==> config.mk <==
export PLATFORM = sky130hd
export DESIGN_NAME = inst_encoder_flat
export DESIGN_NICKNAME = d
export VERILOG_FILES = /design/src/rtl/inst_encoder_if.sv /design/src/rtl/inst_encoder.sv /design/src/flat_wrapper.sv
export SDC_FILE = /design/constraint.sdc
export NUM_CORES = 1
export LEC_CHECK = 0
export BUFFER_PORTS_ARGS = -buffer_cell sky130_fd_sc_hd__buf_2
export CORE_UTILIZATION = 35
export CTS_CLUSTER_DIAMETER = 60
export DETAILED_ROUTE_END_ITERATION = 10
export PLACE_DENSITY = 0.54
export SETUP_SLACK_MARGIN = 0.1
export SLEW_MARGIN = 20
export SYNTH_ARGS = -nofsm -noshare
export SYNTH_HDL_FRONTEND = slang
export SYNTH_SLANG_ARGS = --single-unit
==> constraint.sdc <==
create_clock -name clk -period 2.55 [get_ports clk]
set_clock_uncertainty 0.2 [all_clocks]
set_input_delay 0.255 -clock clk [delete_from_list [all_inputs] [get_ports clk]]
set_output_delay 0.255 -clock clk [all_outputs]
set_load 0.01 [all_outputs]
==> src/rtl/inst_encoder_if.sv <==
// Field-set / encoded-word channel for inst_encoder.
// The encoder binds to the slave modport; the producer/sink side uses master.
interface inst_encoder_if #(
    parameter int ADDR_W = 32
);
    logic              in_valid;
    logic              in_ready;
    logic [6:0]        in_opcode;
    logic [4:0]        in_rd;
    logic [4:0]        in_rs1;
    logic [4:0]        in_rs2;
    logic [2:0]        in_funct3;
    logic [6:0]        in_funct7;
    logic [31:0]       in_imm;
    logic              addr_load;
    logic [ADDR_W-1:0] addr_in;
    logic              out_valid;
    logic              out_ready;
    logic [31:0]       out_inst;
    logic [ADDR_W-1:0] out_addr;
    logic              out_err;

    modport master (
        output in_valid, in_opcode, in_rd, in_rs1, in_rs2, in_funct3, in_funct7,
               in_imm, addr_load, addr_in, out_ready,
        input  in_ready, out_valid, out_inst, out_addr, out_err
    );

    modport slave (
        input  in_valid, in_opcode, in_rd, in_rs1, in_rs2, in_funct3, in_funct7,
               in_imm, addr_load, addr_in, out_ready,
        output in_ready, out_valid, out_inst, out_addr, out_err
    );
endinterface

==> src/rtl/inst_encoder.sv <==
// inst_encoder: packs decoded RV32I fields into a 32-bit instruction word.
// Two-stage valid/ready pipeline: S1 holds the captured fields, decoded format,
// error flag and address tag; S2 holds the packed word until the sink takes it.
// Optional feature macro: IMM_RANGE_CHECK_EN (flag immediates that do not fit
// their format; packing still truncates).
module inst_encoder #(
    parameter int                ADDR_W    = 32,
    parameter logic [ADDR_W-1:0] BASE_ADDR = {ADDR_W{1'b0}}
) (
    input  logic          clk,
    input  logic          rst_n,
    inst_encoder_if.slave bus
);
    typedef enum logic [2:0] {
        FMT_R = 3'd0,
        FMT_I = 3'd1,
        FMT_S = 3'd2,
        FMT_B = 3'd3,
        FMT_U = 3'd4,
        FMT_J = 3'd5
    } fmt_e;

    localparam logic [ADDR_W-1:0] ADDR_STEP = {{(ADDR_W-3){1'b0}}, 3'b100};

    function automatic fmt_e decode_fmt(input logic [6:0] op);
        case (op)
            7'h33:                decode_fmt = FMT_R;
            7'h13, 7'h03, 7'h67:  decode_fmt = FMT_I;
            7'h23:                decode_fmt = FMT_S;
            7'h63:                decode_fmt = FMT_B;
            7'h6F:                decode_fmt = FMT_J;
            7'h37, 7'h17:         decode_fmt = FMT_U;
            default:              decode_fmt = FMT_R;
        endcase
    endfunction

    function automatic logic opcode_known(input logic [6:0] op);
        case (op)
            7'h33, 7'h13, 7'h03, 7'h67, 7'h23, 7'h63, 7'h6F, 7'h37, 7'h17:
                     opcode_known = 1'b1;
            default: opcode_known = 1'b0;
        endcase
    endfunction

`ifdef IMM_RANGE_CHECK_EN
    // True when the immediate cannot be represented exactly by the format.
    function automatic logic imm_bad(input fmt_e f, input logic [31:0] imm);
        case (f)
            FMT_I, FMT_S: imm_bad = (imm[31:11] != {21{imm[31]}});
            FMT_B:        imm_bad = (imm[31:12] != {20{imm[31]}}) || imm[0];
            FMT_J:        imm_bad = (imm[31:20] != {12{imm[31]}}) || imm[0];
            FMT_U:        imm_bad = (imm[11:0] != 12'd0);
            default:      imm_bad = 1'b0;
        endcase
    endfunction
`endif

    function automatic logic [31:0] pack(
        input fmt_e        f,
        input logic [6:0]  op,
        input logic [4:0]  rd,
        input logic [4:0]  rs1,
        input logic [4:0]  rs2,
        input logic [2:0]  f3,
        input logic [6:0]  f7,
        input logic [31:0] imm
    );
        case (f)
            FMT_I:   pack = {imm[11:0], rs1, f3, rd, op};
            FMT_S:   pack = {imm[11:5], rs2, rs1, f3, imm[4:0], op};
            FMT_B:   pack = {imm[12], imm[10:5], rs2, rs1, f3, imm[4:1], imm[11], op};
            FMT_U:   pack = {imm[31:12], rd, op};
            FMT_J:   pack = {imm[20], imm[10:1], imm[11], imm[19:12], rd, op};
            default: pack = {f7, rs2, rs1, f3, rd, op};
        endcase
    endfunction

    // S1 state
    logic              s1_valid_r;
    fmt_e              s1_fmt_r;
    logic              s1_err_r;
    logic [6:0]        s1_op_r;
    logic [4:0]        s1_rd_r;
    logic [4:0]        s1_rs1_r;
    logic [4:0]        s1_rs2_r;
    logic [2:0]        s1_f3_r;
    logic [6:0]        s1_f7_r;
    logic [31:0]       s1_imm_r;
    logic [ADDR_W-1:0] s1_addr_r;
    // S2 state
    logic              s2_valid_r;
    logic [31:0]       s2_inst_r;
    logic [ADDR_W-1:0] s2_addr_r;
    logic              s2_err_r;
    // Address counter
    logic [ADDR_W-1:0] addr_cnt_r;

    logic              s1_adv_s;
    logic              in_ready_s;
    logic              in_fire_s;
    logic [ADDR_W-1:0] tag_s;
    fmt_e              in_fmt_s;
    logic              in_err_s;

    assign s1_adv_s   = s1_valid_r && (!s2_valid_r || bus.out_ready);
    assign in_ready_s = !s1_valid_r || s1_adv_s;
    assign in_fire_s  = bus.in_valid && in_ready_s;
    // A same-cycle load overrides the counter for the word being accepted.
    assign tag_s      = bus.addr_load ? bus.addr_in : addr_cnt_r;
    assign in_fmt_s   = decode_fmt(bus.in_opcode);
`ifdef IMM_RANGE_CHECK_EN
    assign in_err_s   = !opcode_known(bus.in_opcode) || imm_bad(in_fmt_s, bus.in_imm);
`else
    assign in_err_s   = !opcode_known(bus.in_opcode);
`endif

    assign bus.in_ready  = in_ready_s;
    assign bus.out_valid = s2_valid_r;
    assign bus.out_inst  = s2_inst_r;
    assign bus.out_addr  = s2_addr_r;
    assign bus.out_err   = s2_err_r;

    // S1: capture fields, format, error and address tag on an input handshake.
    always_ff @(posedge clk or negedge rst_n) begin
        if (!rst_n) begin
            s1_valid_r <= 1'b0;
            s1_fmt_r   <= FMT_R;
            s1_err_r   <= 1'b0;
            s1_op_r    <= 7'd0;
            s1_rd_r    <= 5'd0;
            s1_rs1_r   <= 5'd0;
            s1_rs2_r   <= 5'd0;
            s1_f3_r    <= 3'd0;
            s1_f7_r    <= 7'd0;
            s1_imm_r   <= 32'd0;
            s1_addr_r  <= {ADDR_W{1'b0}};
        end else if (in_fire_s) begin
            s1_valid_r <= 1'b1;
            s1_fmt_r   <= in_fmt_s;
            s1_err_r   <= in_err_s;
            s1_op_r    <= bus.in_opcode;
            s1_rd_r    <= bus.in_rd;
            s1_rs1_r   <= bus.in_rs1;
            s1_rs2_r   <= bus.in_rs2;
            s1_f3_r    <= bus.in_funct3;
            s1_f7_r    <= bus.in_funct7;
            s1_imm_r   <= bus.in_imm;
            s1_addr_r  <= tag_s;
        end else if (s1_adv_s) begin
            s1_valid_r <= 1'b0;
        end
    end

    // Address counter: steps by 4 per accepted word, reloadable from addr_in.
    always_ff @(posedge clk or negedge rst_n) begin
        if (!rst_n) begin
            addr_cnt_r <= BASE_ADDR;
        end else if (in_fire_s) begin
            addr_cnt_r <= tag_s + ADDR_STEP;
        end else if (bus.addr_load) begin
            addr_cnt_r <= bus.addr_in;
        end
    end

    // S2: take the packed word when free or draining; otherwise hold it stable.
    always_ff @(posedge clk or negedge rst_n) begin
        if (!rst_n) begin
            s2_valid_r <= 1'b0;
            s2_inst_r  <= 32'd0;
            s2_addr_r  <= {ADDR_W{1'b0}};
            s2_err_r   <= 1'b0;
        end else if (!s2_valid_r || bus.out_ready) begin
            s2_valid_r <= s1_valid_r;
            if (s1_valid_r) begin
                s2_inst_r <= pack(s1_fmt_r, s1_op_r, s1_rd_r, s1_rs1_r, s1_rs2_r,
                                  s1_f3_r, s1_f7_r, s1_imm_r);
                s2_addr_r <= s1_addr_r;
                s2_err_r  <= s1_err_r;
            end
        end
    end
endmodule

==> src/flat_wrapper.sv <==
// flat-port wrapper written by rule: the top's interface ports become plain ports
module inst_encoder_flat 
#(
    parameter int                ADDR_W    = 32,
    parameter logic [ADDR_W-1:0] BASE_ADDR = {ADDR_W{1'b0}}
)
  (clk, rst_n, bus_in_valid, bus_in_opcode, bus_in_rd, bus_in_rs1, bus_in_rs2, bus_in_funct3, bus_in_funct7, bus_in_imm, bus_addr_load, bus_addr_in, bus_out_ready, bus_in_ready, bus_out_valid, bus_out_inst, bus_out_addr, bus_out_err);
  inst_encoder_if #(.ADDR_W(ADDR_W)) bus_i ();
  input  logic clk;
  input  logic rst_n;
  input wire logic [$bits(bus_i.in_valid)-1:0] bus_in_valid;
  input wire logic [$bits(bus_i.in_opcode)-1:0] bus_in_opcode;
  input wire logic [$bits(bus_i.in_rd)-1:0] bus_in_rd;
  input wire logic [$bits(bus_i.in_rs1)-1:0] bus_in_rs1;
  input wire logic [$bits(bus_i.in_rs2)-1:0] bus_in_rs2;
  input wire logic [$bits(bus_i.in_funct3)-1:0] bus_in_funct3;
  input wire logic [$bits(bus_i.in_funct7)-1:0] bus_in_funct7;
  input wire logic [$bits(bus_i.in_imm)-1:0] bus_in_imm;
  input wire logic [$bits(bus_i.addr_load)-1:0] bus_addr_load;
  input wire logic [$bits(bus_i.addr_in)-1:0] bus_addr_in;
  input wire logic [$bits(bus_i.out_ready)-1:0] bus_out_ready;
  output wire logic [$bits(bus_i.in_ready)-1:0] bus_in_ready;
  output wire logic [$bits(bus_i.out_valid)-1:0] bus_out_valid;
  output wire logic [$bits(bus_i.out_inst)-1:0] bus_out_inst;
  output wire logic [$bits(bus_i.out_addr)-1:0] bus_out_addr;
  output wire logic [$bits(bus_i.out_err)-1:0] bus_out_err;
  assign bus_i.in_valid = bus_in_valid;
  assign bus_i.in_opcode = bus_in_opcode;
  assign bus_i.in_rd = bus_in_rd;
  assign bus_i.in_rs1 = bus_in_rs1;
  assign bus_i.in_rs2 = bus_in_rs2;
  assign bus_i.in_funct3 = bus_in_funct3;
  assign bus_i.in_funct7 = bus_in_funct7;
  assign bus_i.in_imm = bus_in_imm;
  assign bus_i.addr_load = bus_addr_load;
  assign bus_i.addr_in = bus_addr_in;
  assign bus_i.out_ready = bus_out_ready;
  assign bus_in_ready = bus_i.in_ready;
  assign bus_out_valid = bus_i.out_valid;
  assign bus_out_inst = bus_i.out_inst;
  assign bus_out_addr = bus_i.out_addr;
  assign bus_out_err = bus_i.out_err;
  inst_encoder #(.ADDR_W(ADDR_W), .BASE_ADDR(BASE_ADDR)) u_core (.clk(clk), .rst_n(rst_n), .bus(bus_i));
endmodule
==> results of run 1 <==
[through the flow]
step	utilization (%)	worst slack, ps	hold WS [ps]
after floorplan	-	83.6	-241
after global placement	41.0	138	39.1
after detailed placement	41.0	134	37.5
after CTS	46.5	281	3.16
after global routing	46.5	161	11.3
final	46.5	281	27.4
[per-layer routing]
layer / track usage (%) / vias to the layer above
met2: 28.3 / 171
met1: 24.0 / 3335
met4: 4.07 / 0
met5: 0 / -
li1: - / 3454
met3: 3.62 / 17
[cell type report]
| class | instances | area share (%) |
|---|---|---|
| flip-flops and latches | 199 | 42.5 |
| multi-input cells | 628 | 32.6 |
| repair buffers | 268 | 16.3 |
| clock buffers | 17 | 3.63 |
| well taps | 330 | 3.53 |
| clock inverters | 15 | 1.19 |
| inverters | 6 | 0.192 |
[tightest hold or removal path, stage by stage]
cell	delay (ps)
buf_2	110
mux2i_1	100
xor2_1	150
[worst max path at each step]
stage | endpoint
after CTS | bus_in_ready
final | bus_in_ready
after detailed placement | u_core.addr_cnt_r[30]
after global routing | u_core.addr_cnt_r[28]
after floorplan | u_core.addr_cnt_r[30]
after global placement | u_core.addr_cnt_r[30]
[cell families (layout without fill, tap and decap cells)]
family                   Yosys count  in the layout
buffers and inverters             55            306
AO/OA/AOI/OAI                    110            110
flip-flops                       199            199
multiplexers                     109            109
XOR/XNOR                          32             32
AND/OR/NAND/NOR                  376            376
adder cells (fa/ha/maj)            1              1
[power by group through the flow]
| stage | Sequential (mW) | Clock (mW) | Combinational, mW |
|---|---|---|---|
| after CTS | 4.04 | 2.69 | 1.68 |
| after global placement | 4.09 | 0 | 1.56 |
| after detailed placement | 4.10 | 0 | 1.58 |
| after floorplan | 4.14 | 0 | 0.799 |
| after global routing | 4.11 | 2.84 | 1.85 |
| final | 4.03 | 2.61 | 1.65 |
[cell usage in the layout (no fill, tap or decap), types with 5 or more instances in the layout]
| cell | instances |
|---|---|
| clkinvlp_4 | 5 |
| nand2_1 | 284 |
| xor2_1 | 16 |
| nor2_1 | 18 |
| clkbuf_16 | 17 |
| a21oi_1 | 14 |
| buf_2 | 166 |
| a22oi_1 | 5 |
| nand2b_1 | 8 |
| mux2_2 | 53 |
| buf_4 | 12 |
| o21ai_0 | 62 |
| nand4b_1 | 5 |
| inv_1 | 6 |
| nand3b_1 | 8 |
| mux2i_1 | 54 |
| a31oi_1 | 6 |
| buf_12 | 8 |
| nor3_1 | 5 |
| dfrtp_1 | 199 |
| dlygate4sd3_1 | 81 |
| nand3_1 | 15 |
| nand4_1 | 12 |
| xnor2_1 | 16 |
[what timing repair did]
item | CTS | global route
hold buffers | 81 | 0
endpoints found under the hold margin | 263 | 0
gates resized for setup | 0 | 0
[flip-flops by register name (all words and copies together) (netlist names)]
name and cells:
u_core.s1_rs2_r 5, u_core.s1_fmt_r 3, u_core.s1_rs1_r 5, u_core.s1_err_r 1, u_core.bus.out_addr 32, u_core.s1_f3_r 3, u_core.s1_op_r 7, u_core.s1_imm_r 32
u_core.s1_f7_r 7, u_core.bus.out_inst 32, u_core.s1_addr_r 32, u_core.addr_cnt_r 32, u_core.s1_valid_r 1, u_core.bus.out_err 1, u_core.bus.out_valid 1, u_core.s1_rd_r 5
==> impl_metrics.toml, run 1 <==
[power_and_ir_drop]
intPower_mw = 5.78
powerDensity_nw_per_um2 = 708
switching_share_pct = 30.3
power.sequential.fraction_pct = 48.6
power.switching_mw = 2.51
total_power_mw = 8.29
leakage_nw = 5.55
p_clk_share_pct = 31.5
pwr-share-comb_pct = 19.9
ir_drop_v = 0.000333

[timing]
fin_crit_ps = 2270
slew_headroom_pct = 50.1
post-route-period-util_pct = 89.0
finalSetupViolCount = 0
worstMarginPinSlew_ps = 748
maxSlewViolCount = 0
max_freq_mhz = 441
rsz0062_at_grt = "false"
hold_viol = 0
fin_tns_setup_ps = 0

[route]
top_layer = "met4"
wl_met2_mm = 10.3
drt-initial-drc-count = 425
first_pass_iters = 7
via_count = 6977
wl_met1_mm = 10.7
antenna_left = 0
routed_wl_mm = 22.3
drc = 0
wl_met3_mm = 1.01
viasPerCell = 4.77
wl_per_cell_microns = 15.2

[final_layout]
syn2layout_area_growth_pct = 30.1
final_nets = 1222
diodes = 0
stdcell_area_sq_um = 11700
num-fill-cells = 2386
ff_latch_area_sq_um = 4980
layoutNonFillerInstCount = 1463
multi_input_area_sq_um = 3820
drive_gt1_share_pct = 25.3

[critical_path]
path_cells = "dlygate4sd3_1, buf_2, and3b_1, inv_1, buf_2"
arrival_ps = 1810
crit_type = "in -> out"
worstPathRequired_ps = 2100
cpLargestDelayFamily = "buffers and inverters"
r2r-start = "u_core.addr_cnt_r[2]"
crit_cells = 5
critPathBufInv = 4
slowest_delay_ps = 530
cp-start-kind = "input pin"
cpMaxStageDelayCell = "dlygate4sd3_1"
cpMostUsedCell = "buf_2"
reg2reg_to = "u_core.addr_cnt_r[30]"
endpoint_kind = "output port"
reg2regPathDepth = 7
setup.worst_path.start = "bus_out_ready"
worst-r2r-setup-slack_ps = 330
path_max_fanout = 7

[synth]
yosys-top-cells-area = "dfrtp_1 (55%), nand2_1 (12%), mux2_2 (6.6%)"
syn_avg_cell_area_sq_um = 10.2
synth_xor_area_share_pct = 3.11
synth_compound_area_share_pct = 7.84
yosysSeqAreaShare_pct = 55.3
synth_top_cell_area_share_pct = 55.3
synth-edff-count = 0
synth_warnings = 0
synthAdderAreaFrac_pct = 0.139
synth_common_cells = "nand2_1 (287), dfrtp_1 (199), o21ai_0 (62), mux2i_1 (55), mux2_2 (53)"
ys_seq_elements = 199
muxShareOfSynthArea_pct = 12.9
syn_nets = 984
synth_cell_types = 49
yosysMostFrequentCell = "nand2_1"
synth_area_leader_cell = "dfrtp_1"
yosys.area_share.simple_pct = 18.1
synth_area_sq_um = 9000
synth_top_family_by_area = "simple AND/OR/NAND/NOR gates"
async_reset_ff_share_pct = 100
syn_inst = 882
synth_flop_cell = "dfrtp_1"

[min_path]
worstHoldPathCells = 3
min_path_type = "in -> reg"
hp-start = "bus_addr_in[16]"
worstHoldEndpoint = "u_core.addr_cnt_r[16]"

[clock_tree]
clock-sinks = 199
cts_root_buf = "clkbuf_16"
cts_tree = "done"
cts.path.max_buffers = 2
path_clk_slew_ps = 80
htreeDepth = 4
insertion_delay_ps = 420
cts_buffers = 17
cts_setup_buffers = 0

[placed_design]
dpl_cell_area_sq_um = 10300
place_congestion = 0.804
hpwlAfterDp_mm = 15.1
port_buffers = 167
placed_cells = 1350

[floorplanning]
start_util_pct = 35.7
dieHeight_microns = 162
num_rows = 58
coreArea_sq_um = 25200
dieArea_sq_um = 26400
die_x_microns = 162
io_pins = 168

[grt]
grt_pass1_vias = 7052
grt_usage_pct = 17.5
antenna_found_initial = 0
grt.overflow.total = 0
grt_max_degree = 76
grt_pass1_wl_mm = 36.3

[job]
max-cap-violations = 0

[status]
status = "finished clean"
(Power assumes the default switching activity.)
==> run 2: changes to the inputs <==
Settings changed: CELL_PAD_IN_SITES_DETAIL_PLACEMENT from default to 1, CELL_PAD_IN_SITES_GLOBAL_PLACEMENT from default to 1, PLACE_DENSITY 0.54 to 0.66.
==> impl_metrics.toml, run 2 (same netlist as run 1, synthesis figures left out) <==
[placed_design]
port_buffers = 167
hpwlAfterDp_mm = 17.3
place_congestion = 0.817

[final_layout]
post-route-util_pct = 47.1
final_cell_mix = "nand2_1 (284), dfrtp_1 (199), buf_2 (166)"
diodes = 0
final_common_cell = "nand2_1"
num-fill-cells = 2846
final_nets = 1236
drive_gt1_share_pct = 26.2
syn2layout_area_growth_pct = 31.8

[critical_path]
endpoint_kind = "flip-flop"
worstPathRequired_ps = 2670
arrival_ps = 2360
cp-start-kind = "input pin"
worst-r2r-setup-slack_ps = 330
crit_type = "in -> reg"
path_max_fanout = 6

[timing]
worstMarginPinSlew_ps = 713
fin_crit_ps = 2240
finalSetupViolCount = 0
post-route-period-util_pct = 87.8
rsz0062_at_grt = "false"
fin_tns_setup_ps = 0
maxSlewViolCount = 0
hold_viol = 0
slew_headroom_pct = 52.5
max_freq_mhz = 447

[power_and_ir_drop]
pwr-share-comb_pct = 19.9
intPower_mw = 6.00
p_clk_share_pct = 33.1
total_power_mw = 8.59
power.switching_mw = 2.60
power.sequential.fraction_pct = 47.1
ir_drop_v = 0.000397
powerDensity_nw_per_um2 = 724
switching_share_pct = 30.2
leakage_nw = 5.65

[clock_tree]
cts_tree = "done"
htreeDepth = 4
cts_resized = 0
insertion_delay_ps = 440
cts_hold_buf = 81
clock-sinks = 199
path_clk_slew_ps = 70
cts_root_buf = "clkbuf_16"
cts_buffers = 17
cts_setup_buffers = 0
cts.path.max_buffers = 2

[grt]
grt_max_degree = 56
grt_usage_pct = 19.7
grt_pass1_vias = 7726
grt_pass1_wl_mm = 40.5
grt.overflow.total = 0
antenna_found_initial = 0

[floorplanning]
io_pins = 168
dieHeight_microns = 162
die_x_microns = 162
num_rows = 58
coreArea_sq_um = 25200
start_util_pct = 35.7
dieArea_sq_um = 26400

[route]
viasPerCell = 4.94
drc = 0
wl_per_cell_microns = 16.9
antenna_left = 0
via_count = 7303
first_pass_iters = 5
drt-initial-drc-count = 334
routed_wl_mm = 25.0

[min_path]
min_path_type = "in -> reg"

[status]
status = "finished clean"

[job]
max-cap-violations = 0
==> run 2: cell types whose count changed in the layout (fill, tap and decap cells not counted) <==
cell        change
clkinv_4        +2
clkinvlp_4      -4
clkinv_8        +1
buf_4          +14
bufinv_16       +2
inv_6           +1
inv_8           -2
==> run 2: area by class of cell <==
cell class | count | area [sq um] | share of cell area (%)
Clock inverter | 15 | 189 | 1.59
Sequential cell | 199 | 4980 | 42.0
Multi-Input combinational cell | 628 | 3820 | 32.2
Tap cell | 330 | 413 | 3.48
Timing Repair Buffer | 282 | 2010 | 17.0
Inverter | 6 | 22.5 | 0.190
Clock buffer | 17 | 425 | 3.59
==> run 2: worst max-delay path, cell delays in order <==
cell and delay (ps):
dlygate4sd3_1 520, buf_2 130, mux2i_2 80, inv_1 80, ha_1 170, nand2_2 90, a2111oi_4 350, nand3_2 270
a2111oi_4 290, xnor2_1 110
==> run 2: final timing paths <==
kind,startpoint,to,depth (start not counted)
min reg2reg,u_core.bus.out_inst[12],u_core.bus.out_inst[12],2
max,bus_addr_in[3],u_core.addr_cnt_r[30],10
max in group asynchronous,rst_n,u_core.s1_rs2_r[0],3
min,bus_addr_in[31],u_core.addr_cnt_r[31],3
max reg2reg,u_core.addr_cnt_r[2],u_core.addr_cnt_r[30],7
min in group asynchronous,rst_n,u_core.s1_f7_r[3],2
==> run 2: stage by stage <==
step	hold WS [ps]	setup WS, ps	cell area (sq um)	cells
global placement	39.6	282	10400	1364
CTS	13.6	289	11900	1477
finish	18.2	312	11900	1477
global route	28.5	193	11900	1477
detailed placement	37.7	216	10400	1364
floorplan	-241	83.6	9030	882
==> run 2: per-layer routing <==
| metal | global-route usage (%) | vias to the layer above | wire length [microns] |
|---|---|---|---|
| li1 | - | 3484 | - |
| met3 | 2.90 | 30 | 849 |
| met5 | 0 | - | 0 |
| met4 | 6.65 | 0 | 450 |
| met1 | 26.6 | 3641 | 11800 |
| met2 | 32.4 | 148 | 11800 |
==> run 2: power groups by stage <==
| stage | clock [mW] | sequential (mW) | combinational [mW] |
|---|---|---|---|
| floorplan | 0 | 4.14 | 0.799 |
| global placement | 0 | 4.09 | 1.59 |
| detailed placement | 0 | 4.11 | 1.63 |
| CTS | 2.93 | 4.05 | 1.74 |
| global route | 3.03 | 4.12 | 1.90 |
| finish | 2.84 | 4.04 | 1.71 |
==> run 3: changes to the inputs <==
Settings changed: CORE_MARGIN from default to 2, HOLD_SLACK_MARGIN from default to 0.03.
==> impl_metrics.toml, run 3 (same netlist as run 1, synthesis figures left out) <==
[status]
status = "finished clean"

[placed_design]
port_buffers = 167
place_congestion = 0.825
dp_slack_ps = 205
dpl_cell_area_sq_um = 10300
placed_cells = 1352
hpwlAfterDp_mm = 16.7

[final_layout]
final_nets = 1232
layoutNonFillerInstCount = 1473
num-fill-cells = 2852
drive_gt1_share_pct = 25.3
syn2layout_area_growth_pct = 31.1
diodes = 0
stdcell_area_sq_um = 11800
final_common_cell = "nand2_1"
final_cell_mix = "nand2_1 (284), dfrtp_1 (199), buf_2 (166)"

[critical_path]
worstPathRequired_ps = 2100
reg2regPathDepth = 7
reg2reg_to = "u_core.addr_cnt_r[30]"
worst-r2r-setup-slack_ps = 270
path_max_fanout = 7
cp-start-kind = "input pin"
arrival_ps = 1850
endpoint_kind = "output port"
r2r-start = "u_core.addr_cnt_r[2]"
crit_type = "in -> out"

[clock_tree]
insertion_delay_ps = 430
clock-sinks = 199
cts_setup_buffers = 0
cts_buffers = 17
cts.path.max_buffers = 2
htreeDepth = 4
path_clk_slew_ps = 80
cts_root_buf = "clkbuf_16"
cts_tree = "done"

[power_and_ir_drop]
leakage_nw = 5.61
powerDensity_nw_per_um2 = 710
ir_drop_v = 0.000359
total_power_mw = 8.38

[timing]
rsz0062_at_grt = "false"
maxSlewViolCount = 0
worstMarginPinSlew_ps = 670
fin_crit_ps = 2310
slew_headroom_pct = 55.3
setup_slack_ps = 241
max_freq_mhz = 433
hold_viol = 0
fin_tns_setup_ps = 0
post-route-period-util_pct = 90.5
finalSetupViolCount = 0

[route]
routed_wl_mm = 24.8
drt-initial-drc-count = 291
drc = 0
viasPerCell = 4.90
first_pass_iters = 4
via_count = 7212
wl_per_cell_microns = 16.8
antenna_left = 0

[min_path]
hp-start = "bus_addr_in[12]"
min_path_type = "in -> reg"
worstHoldEndpoint = "u_core.s1_addr_r[12]"
worstHoldPathCells = 3

[floorplanning]
num_rows = 58
dieArea_sq_um = 27000
die_x_microns = 164
start_util_pct = 35.7
dieHeight_microns = 164
coreArea_sq_um = 25200
io_pins = 168

[grt]
grt.overflow.total = 0
grt_pass1_wl_mm = 39.9
grt_pass1_vias = 7637
grt_usage_pct = 18.9
grt_max_degree = 91
antenna_found_initial = 0

[job]
max-cap-violations = 0
run 3: worst max-delay path by stage:
stage                       endpoint  cells past startpoint                  from  slack (ps)
6_report                bus_in_ready                      5         bus_out_ready         240
5_1_grt         u_core.s1_addr_r[24]                      8         bus_out_ready         110
4_1_cts        u_core.addr_cnt_r[30]                      7  u_core.addr_cnt_r[2]         250
3_5_place_dp   u_core.addr_cnt_r[30]                      8         bus_addr_load         210
3_3_place_gp   u_core.addr_cnt_r[30]                      8         bus_addr_load         280
2_1_floorplan  u_core.addr_cnt_r[30]                     13         bus_addr_load          80
run 3: critical path, cell delays in order:
cell,delay (ps)
dlygate4sd3_1,540
buf_2,130
and3b_1,540
inv_1,200
buf_2,190
run 3: power by group:
group | internal [mW] | leakage (nW) | switching [mW]
logic | 0.798 | 2.91 | 0.908
clock network | 1.30 | 0.274 | 1.35
registers | 3.70 | 2.42 | 0.335
total | 5.79 | 5.61 | 2.59
run 3: stage by stage:
step                      hold WS (ps)  utilization, %
final                             52.8            46.9
after global routing              61.9            46.9
after CTS                         30.1            46.9
after detailed placement           127            41.1
after global placement             121            41.1
after floorplan                   -241               -
run 3: layout make-up:
cell class	count	area (sq um)	share of cell area, %
clock buffers	17	425	3.60
clock inverters	15	141	1.20
inverters	6	22.5	0.191
multi-input cells	628	3820	32.4
flip-flops and latches	199	4980	42.2
well taps	330	413	3.50
repair buffers	278	2000	17.0
run 3: timing repair:
item / in CTS / in global routing
hold buffers: 89 / 0
hold endpoints to repair: 172 / 0
resized for setup: 0 / 0
run 3: per-layer routing:
layer	routed length, microns	global-route usage (%)
met4	428	5.14
met5	0	0
met1	11500	25.3
met3	875	3.31
met2	12100	31.7
